[src/rtl/scanline_mixer.sv]
// CRT scanline emulation behind the scandoubler: darkens odd output lines, blanks RGB,
// and keeps sync/blank aligned with the processed colour through a 2-enable pipeline.
module scanline_mixer #(
    parameter int HALF_DEPTH = 0,
    localparam int DW = (HALF_DEPTH != 0) ? 4 : 8
) (
    input  logic          clk_sys,
    input  logic          reset_n,
    input  logic          ce_pix,
    input  logic [1:0]    scanlines,
    input  logic          hs_in,
    input  logic          vs_in,
    input  logic          hb_in,
    input  logic          vb_in,
    input  logic [DW-1:0] r_in,
    input  logic [DW-1:0] g_in,
    input  logic [DW-1:0] b_in,
    output logic          hs_out,
    output logic          vs_out,
    output logic          hb_out,
    output logic          vb_out,
    output logic [DW-1:0] r_out,
    output logic [DW-1:0] g_out,
    output logic [DW-1:0] b_out,
    output logic          line_odd
);

    logic          hs_prev;
    logic          vs_prev;
    logic [1:0]    lvl;
    logic          hs_fall;
    logic          vs_rise;

    logic [DW-1:0] r_s1;
    logic [DW-1:0] g_s1;
    logic [DW-1:0] b_s1;
    logic          hs_s1;
    logic          vs_s1;
    logic          hb_s1;
    logic          vb_s1;
    logic          dim_s1;
    logic          blank_s1;
    logic [1:0]    lvl_s1;

    function automatic logic [DW-1:0] dim_chan(input logic [DW-1:0] c, input logic [1:0] l);
        logic [DW-1:0] quarter;
        quarter = c >> 2;
        case (l)
            2'd1:    dim_chan = c - quarter;
            2'd2:    dim_chan = c >> 1;
            2'd3:    dim_chan = quarter;
            default: dim_chan = c;
        endcase
    endfunction

    function automatic logic [DW-1:0] mix_chan(input logic [DW-1:0] c, input logic blank,
                                               input logic dim, input logic [1:0] l);
        if (blank)
            mix_chan = '0;
        else if (dim)
            mix_chan = dim_chan(c, l);
        else
            mix_chan = c;
    endfunction

    assign hs_fall = hs_prev & ~hs_in;
    assign vs_rise = ~vs_prev & vs_in;

    // Frame/line tracking: vs rise restarts parity and latches the dim level for the new frame.
    always_ff @(posedge clk_sys or negedge reset_n) begin
        if (!reset_n) begin
            hs_prev  <= 1'b0;
            vs_prev  <= 1'b0;
            line_odd <= 1'b0;
            lvl      <= 2'd0;
        end else if (ce_pix) begin
            hs_prev <= hs_in;
            vs_prev <= vs_in;
            if (vs_rise) begin
                line_odd <= 1'b0;
                lvl      <= scanlines;
            end else if (hs_fall) begin
                line_odd <= ~line_odd;
            end
        end
    end

    // Level travels with dim so a frame boundary never mixes old dim with new level.
    always_ff @(posedge clk_sys or negedge reset_n) begin
        if (!reset_n) begin
            r_s1     <= '0;
            g_s1     <= '0;
            b_s1     <= '0;
            hs_s1    <= 1'b0;
            vs_s1    <= 1'b0;
            hb_s1    <= 1'b0;
            vb_s1    <= 1'b0;
            dim_s1   <= 1'b0;
            blank_s1 <= 1'b0;
            lvl_s1   <= 2'd0;
        end else if (ce_pix) begin
            r_s1     <= r_in;
            g_s1     <= g_in;
            b_s1     <= b_in;
            hs_s1    <= hs_in;
            vs_s1    <= vs_in;
            hb_s1    <= hb_in;
            vb_s1    <= vb_in;
            dim_s1   <= line_odd & (lvl != 2'd0);
            blank_s1 <= hb_in | vb_in;
            lvl_s1   <= lvl;
        end
    end

    always_ff @(posedge clk_sys or negedge reset_n) begin
        if (!reset_n) begin
            hs_out <= 1'b0;
            vs_out <= 1'b0;
            hb_out <= 1'b0;
            vb_out <= 1'b0;
            r_out  <= '0;
            g_out  <= '0;
            b_out  <= '0;
        end else if (ce_pix) begin
            hs_out <= hs_s1;
            vs_out <= vs_s1;
            hb_out <= hb_s1;
            vb_out <= vb_s1;
            r_out  <= mix_chan(r_s1, blank_s1, dim_s1, lvl_s1);
            g_out  <= mix_chan(g_s1, blank_s1, dim_s1, lvl_s1);
            b_out  <= mix_chan(b_s1, blank_s1, dim_s1, lvl_s1);
        end
    end

endmodule

[config.mk]
export PLATFORM = sky130hd
export DESIGN_NAME = scanline_mixer
export DESIGN_NICKNAME = d
export VERILOG_FILES = /design/src/rtl/scanline_mixer.sv
export SDC_FILE = /design/constraint.sdc
export NUM_CORES = 1
export LEC_CHECK = 0
export ABC_AREA = 1
export CAP_MARGIN = 10
export CORE_ASPECT_RATIO = 0.5
export CORE_UTILIZATION = 33
export CTS_BUF_LIST = sky130_fd_sc_hd__clkbuf_4 sky130_fd_sc_hd__clkbuf_8
export DETAILED_ROUTE_END_ITERATION = 8
export DONT_BUFFER_PORTS = 1
export GPL_ROUTABILITY_DRIVEN = 0
export PLACE_DENSITY = 0.55
export SLEW_MARGIN = 20
export SYNTH_ARGS = -nofsm -noshare
export SYNTH_HDL_FRONTEND = slang
export SYNTH_SLANG_ARGS = --single-unit
[constraint.sdc]
create_clock -name clk_sys -period 2 [get_ports clk_sys]
set_clock_uncertainty 0.15 [all_clocks]
set_input_delay 0.4 -clock clk_sys [delete_from_list [all_inputs] [get_ports clk_sys]]
set_output_delay 0.4 -clock clk_sys [all_outputs]
set_load 0.05 [all_outputs]
Yosys cells after proc, flatten, opt, wreduce, memory -nomap -nowiden
Cells that the tools add are included.
{"block": "word_totals", "input_bits": 33, "out_inout_bits": 29, "latch_bits": 0, "n_memories": 0, "reg_bits": 63, "romBits": 0, "mem_bits_rw": 0, "wordCells": 47}
{"block": "classes", "n_eq_ne": 3, "bitwise_logic": 7, "reduce_logical": 4, "n_div": 0, "n_mul": 0, "addsub": 3, "n_shift": 0, "order_cmp": 0, "mux": 11}
{"op": "$pmux W8 S3", "n": 3}
{"op": "$mux W8", "n": 6}
{"op": "$sub A8 B6 Y8", "n": 3}
{"op": "$eq A2 B2 Y1 const B", "n": 2}
{"op": "$reduce_and A2 Y1", "n": 2}
{"op": "$reduce_bool A2 Y1", "n": 2}
{"op": "$and A1 B1 Y1", "n": 3}
{"op": "$not A1 Y1", "n": 3}
{"op": "$eq A2 B1 Y1 const B", "n": 1}
{"op": "$mux W1", "n": 2}
{"op": "$or A1 B1 Y1", "n": 1}

Logic depth before layout (Yosys ltp)
{"block": "logic_depth", "word_depth": 4, "ltp_mapped": 11, "ltp_nobuf": 11}

Least setup slack after synthesis
OpenSTA, ideal clock, no wires.
{"block": "synth_path", "path_kind": "reg2reg", "start": "register b_s1[0]", "end": "register b_out[4]", "arrival_time_ns": 1.517, "n_path_buf": 0, "path_stages_with_launch": 12, "t_required_ns": 1.784, "setup_ns": 0.066, "synth_period_minus_slack_ns": 1.733, "path_slack_ns": 0.267, "path_cell_list": "dfrtp_1 inv_1 ha_1 inv_1 fa_1 nand3_1 nand3_1 nand2_1 nand2_1 o21ai_0 nand3_1 nand2_1"}
{"block": "synth_via", "elab_chain_cells": 4}
{"item": "start: declaration", "line": "36", "rtl": "logic [DW-1:0] b_s1;"}
{"item": "start signal: assignment", "line": "104", "rtl": "b_s1 <= b_in;"}
{"item": "$sub A8 B6 Y8", "line": "49", "rtl": "2'd1: dim_chan = c - quarter;"}
{"item": "$pmux W8 S3", "line": "48", "rtl": "case (l)"}
{"item": "$mux W8", "line": "60", "rtl": "else if (dim)"}
{"item": "$mux W8", "line": "58", "rtl": "if (blank)"}
{"item": "end signal: assignment", "line": "131", "rtl": "b_out <= mix_chan(b_s1, blank_s1, dim_s1, lvl_s1);"}
{"item": "end: declaration", "line": "24", "rtl": "output logic [DW-1:0] b_out,"}
Every way passes these cells.
A chain may end at the register's enable or synchronous reset.

Worst setup path after layout
{"block": "layout_path", "start": "register g_s1[0]", "end": "register g_out[4]"}
{"block": "layout_via", "elab_chain_cells": 4}
{"item": "start: declaration", "line": "35", "rtl": "logic [DW-1:0] g_s1;"}
{"item": "start signal: assignment", "line": "103", "rtl": "g_s1 <= g_in;"}
{"item": "$sub A8 B6 Y8", "line": "49"}
{"item": "$pmux W8 S3", "line": "48"}
{"item": "$mux W8", "line": "60"}
{"item": "$mux W8", "line": "58"}
{"item": "end signal: assignment", "line": "130", "rtl": "g_out <= mix_chan(g_s1, blank_s1, dim_s1, lvl_s1);"}
{"item": "end: declaration", "line": "23", "rtl": "output logic [DW-1:0] g_out,"}
Every way passes these cells.

==> Flow_metrics.wiki <==
{| class="wikitable"
! Metric !! Value
|-
| Outcome || finished, violations left
|-
| Violations in the final reports || hold timing
|-
| Number of enable-type register cells in the synthesized netlist || 0
|-
| Total nets after synthesis || between 500 and 600
|-
| Final wirelength || about 11000 µm
|-
| Clk pin slew, worst setup/hold paths || roughly 0.07 ns
|-
| RSZ-0062 raised after global routing || false
|-
| Total number of placement rows || 27
|-
| Area share of the largest cell type after synthesis || roughly two fifths
|-
| Layout cell share with drive strength beyond 1 || 8.364%
|-
| Number of clock buffers inserted by TritonCTS || 9
|-
| Largest stage delay on the critical path || approximately 0.38 ns
|-
| Die X-Extent || around 150 µm
|-
| Number of standard cells after synthesis || about 520
|-
| Detailed Routing Iterations Pass 1 || 4
|-
| Class of the most critical hold timing path || in -> async
|-
| Total via count in the routed design || roughly 3400
|-
| Initial DRC Count || 190
|-
| Synthesis warning total || 0
|-
| Fin. Hold Viols || 63
|-
| Worst R2R Path Depth || 11
|-
| Category of the worst setup path launch point || register
|-
| Worst flop-to-flop path endpoint || g_out[4]$_DFFE_PN0P_
|-
| Grt total ovfl || 0
|-
| Flops & latches, synth || between 60 and 70
|-
| Clock tree root driver cell || clkbuf_8
|-
| Clock Path Buffers || 2
|-
| Vias per cell || around 4.9
|-
| Port buffer count || 0
|-
| Net count reported at finish || slightly below 600
|-
| Count of nets left with antenna violations after detail routing || 0
|-
| Antenna violations before repair || 0
|-
| Sequential fraction of the synthesis area || a little over two fifths
|-
| Pins over their slew limit || 0
|-
| Number of H-tree levels || 3
|-
| Slowest-stage cell, CP || dfrtp_1
|-
| Max-Cap Viols || 0
|-
| Maximum number of pins on one net before global-route repair || between 60 and 70
|-
| HPWL Detailed || slightly above 7000 µm
|-
| Setup_tns || 0 ns
|-
| Die ar. || between 10000 and 15000 µm²
|-
| Most common cell after layout, fill and taps aside || nand2_1
|-
| Final Core Density || 38.42%
|-
| Area of the core || approximately 11000 µm²
|-
| Antenna diode instance count || 0
|-
| Worst R2R Start || g_s1[0]$_DFFE_PN0P_
|-
| Slew margin rel. || about 64%
|-
| Fraction of the cycle the final worst path needs || between 90% and 100%
|-
| Power density cells || 994.5 nW/µm²
|-
| CTS tree || yes
|-
| Wire length of the first global-routing pass || 17710 µm
|-
| Synthesized area per cell || ~7.3 µm²
|-
| Flop-to-flop setup slack || about 0.16 ns
|-
| Setup Crit Path Kind || reg -> reg
|-
| IO Pins || between 60 and 70
|-
| Synth unique cells || 27
|-
| Main flop type after synthesis || dfrtp_1
|-
| Average wire per cell in the routed design || about 15 µm
|-
| Commonest cells after routing, fill and taps aside || nand2_1 (199), o21ai_0 (65), dfrtp_1 (61)
|-
| Initial standard-cell utilization of the core || between 30% and 40%
|-
| Leakage power of the design || 0.002175 µW
|-
| Synth area leaders || dfrtp_1 (42%), nand2_1 (20%), o21ai_0 (8.8%), ha_1 (6.0%), inv_1 (5.5%)
|-
| Hold Slack || -0.4081 ns
|-
| CP Cell Sequence || inv_1 > ha_1 > inv_1 > fa_2 > nand3_1 > nand3_1 > nand2_1 > nand2_1 > o21ai_0 > nand3_1 > nand2_1
|-
| Leading area contributor after synthesis || dfrtp_1
|-
| Biggest fanout along the worst timing path || 3
|-
| Total routing resource utilization after global routing || approximately 19%
|-
| Drc violations || 0
|-
| Tmin final || about 1.8 ns
|-
| Final setup vio count || 0
|-
| Worst VDD drop || 513.2 µV
|-
| P&R area growth vs syn || 12.50%
|-
| Synthesized area || 3772 µm²
|-
| CTS sink count || 63
|-
| Placed Cells || ~670
|-
| Clk_lat worst skew || 0.35 ns
|-
| Fmax || between 500 and 600 MHz
|-
| Slew at the pin closest to its max-slew limit || 0.5463 ns
|-
| Cell family contributing the most delay on the critical path || adder cells
|-
| Share of synthesized registers carrying an async set or reset || 100.0%
|-
| Die height || about 78 µm
|-
| Data required, critical path || ~2.1 ns
|-
| Worst endpoint data arrival time || between 1.5 and 2 ns
|-
| Buf/Inv on CP || 2
|-
| Via count of the first global-routing pass || about 3400
|-
| Kind of end point of the critical path || register
|-
| Final cell count without fillers || around 700
|}
## cells by family after synthesis
kind of cell	synth area share (%)
muxes	0.8955
xor gates and xnor gates	0.6966
buffers and inverters	7.927
adders and majority gates	7.562
and+or+nand+nor	28.03
AOI/OAI and AO/OA	13.10
DFF	41.79
## how the worst max path moves through the flow
stage,startpoint,to,slack (ns),cells after the start
CTS,g_s1[0]$_DFFE_PN0P_,g_out[4]$_DFFE_PN0P_,0.09,11
finish,g_s1[0]$_DFFE_PN0P_,g_out[4]$_DFFE_PN0P_,0.16,11
global route,g_s1[4]$_DFFE_PN0P_,g_out[5]$_DFFE_PN0P_,0.004,11
global placement,r_s1[0]$_DFFE_PN0P_,r_out[4]$_DFFE_PN0P_,0.16,11
detailed placement,g_s1[2]$_DFFE_PN0P_,g_out[4]$_DFFE_PN0P_,0.12,10
floorplan,b_s1[0]$_DFFE_PN0P_,b_out[4]$_DFFE_PN0P_,0.27,11
## per-layer routing
metal	GRT usage, %	up-vias	wire length (µm)
met3	5.642	11	626
li1	-	1710	-
met2	29.50	78	4522
met4	5.354	0	115
met5	0	-	0
met1	26.26	1580	5295
## cell type report
class	count	area (µm²)
clock buffer	13	166.4
inverter	56	210.2
tap	145	181.4
multi-input combinational	382	1907
fill	1180	6803
sequential	63	1579
timing repair buffer	23	195.2
clock inverter	1	5.005
## registers in the layout (all words and copies together) (netlist names), 2 cells and up
| name | flops |
|---|---|
| b_out | 8 |
| r_s1 | 8 |
| g_s1 | 8 |
| r_out | 8 |
| b_s1 | 8 |
| lvl | 2 |
| g_out | 8 |
| lvl_s1 | 2 |
## where the power goes
part / switching [µW] / total (µW) / leakage [µW] / internal, µW
clock: 483 / 1010 / 0.0000922 / 530
sequential: 556 / 2010 / 0.000791 / 1450
combinational: 730 / 1200 / 0.00129 / 468
## what timing repair did
action / in CTS / in global routing
setup endpoints to repair: 0 / 8
hold endpoints to repair: 70 / 65
gates resized for setup: 0 / 7
hold buffers: 3 / 1
setup buffers: 0 / 0
## synthesized netlist by cell type, types with 4 or more instances
| cell | number |
|---|---|
| nand2_1 | 199 |
| o21ai_0 | 66 |
| dfrtp_1 | 63 |
| inv_1 | 55 |
| nand3_1 | 35 |
| ha_1 | 18 |
| nor2_1 | 17 |
| a21oi_1 | 15 |
| clkbuf_1 | 8 |
| nand4_1 | 6 |
| buf_2 | 5 |
| o211ai_1 | 4 |
| o221ai_1 | 4 |
## per-stage QoR
step | total power, µW | worst slack, ns | instance area, µm²
3_3_place_gp | 3203 | 0.1553 | 4020
3_5_place_dp | 3211 | 0.1179 | 4020
4_1_cts | 4249 | 0.09465 | 4222
5_1_grt | 4515 | 0.004312 | 4244
6_report | 4221 | 0.1634 | 4244
2_1_floorplan | 2848 | 0.2672 | 3772
Note: power is estimated with default switching activity, not from simulation.
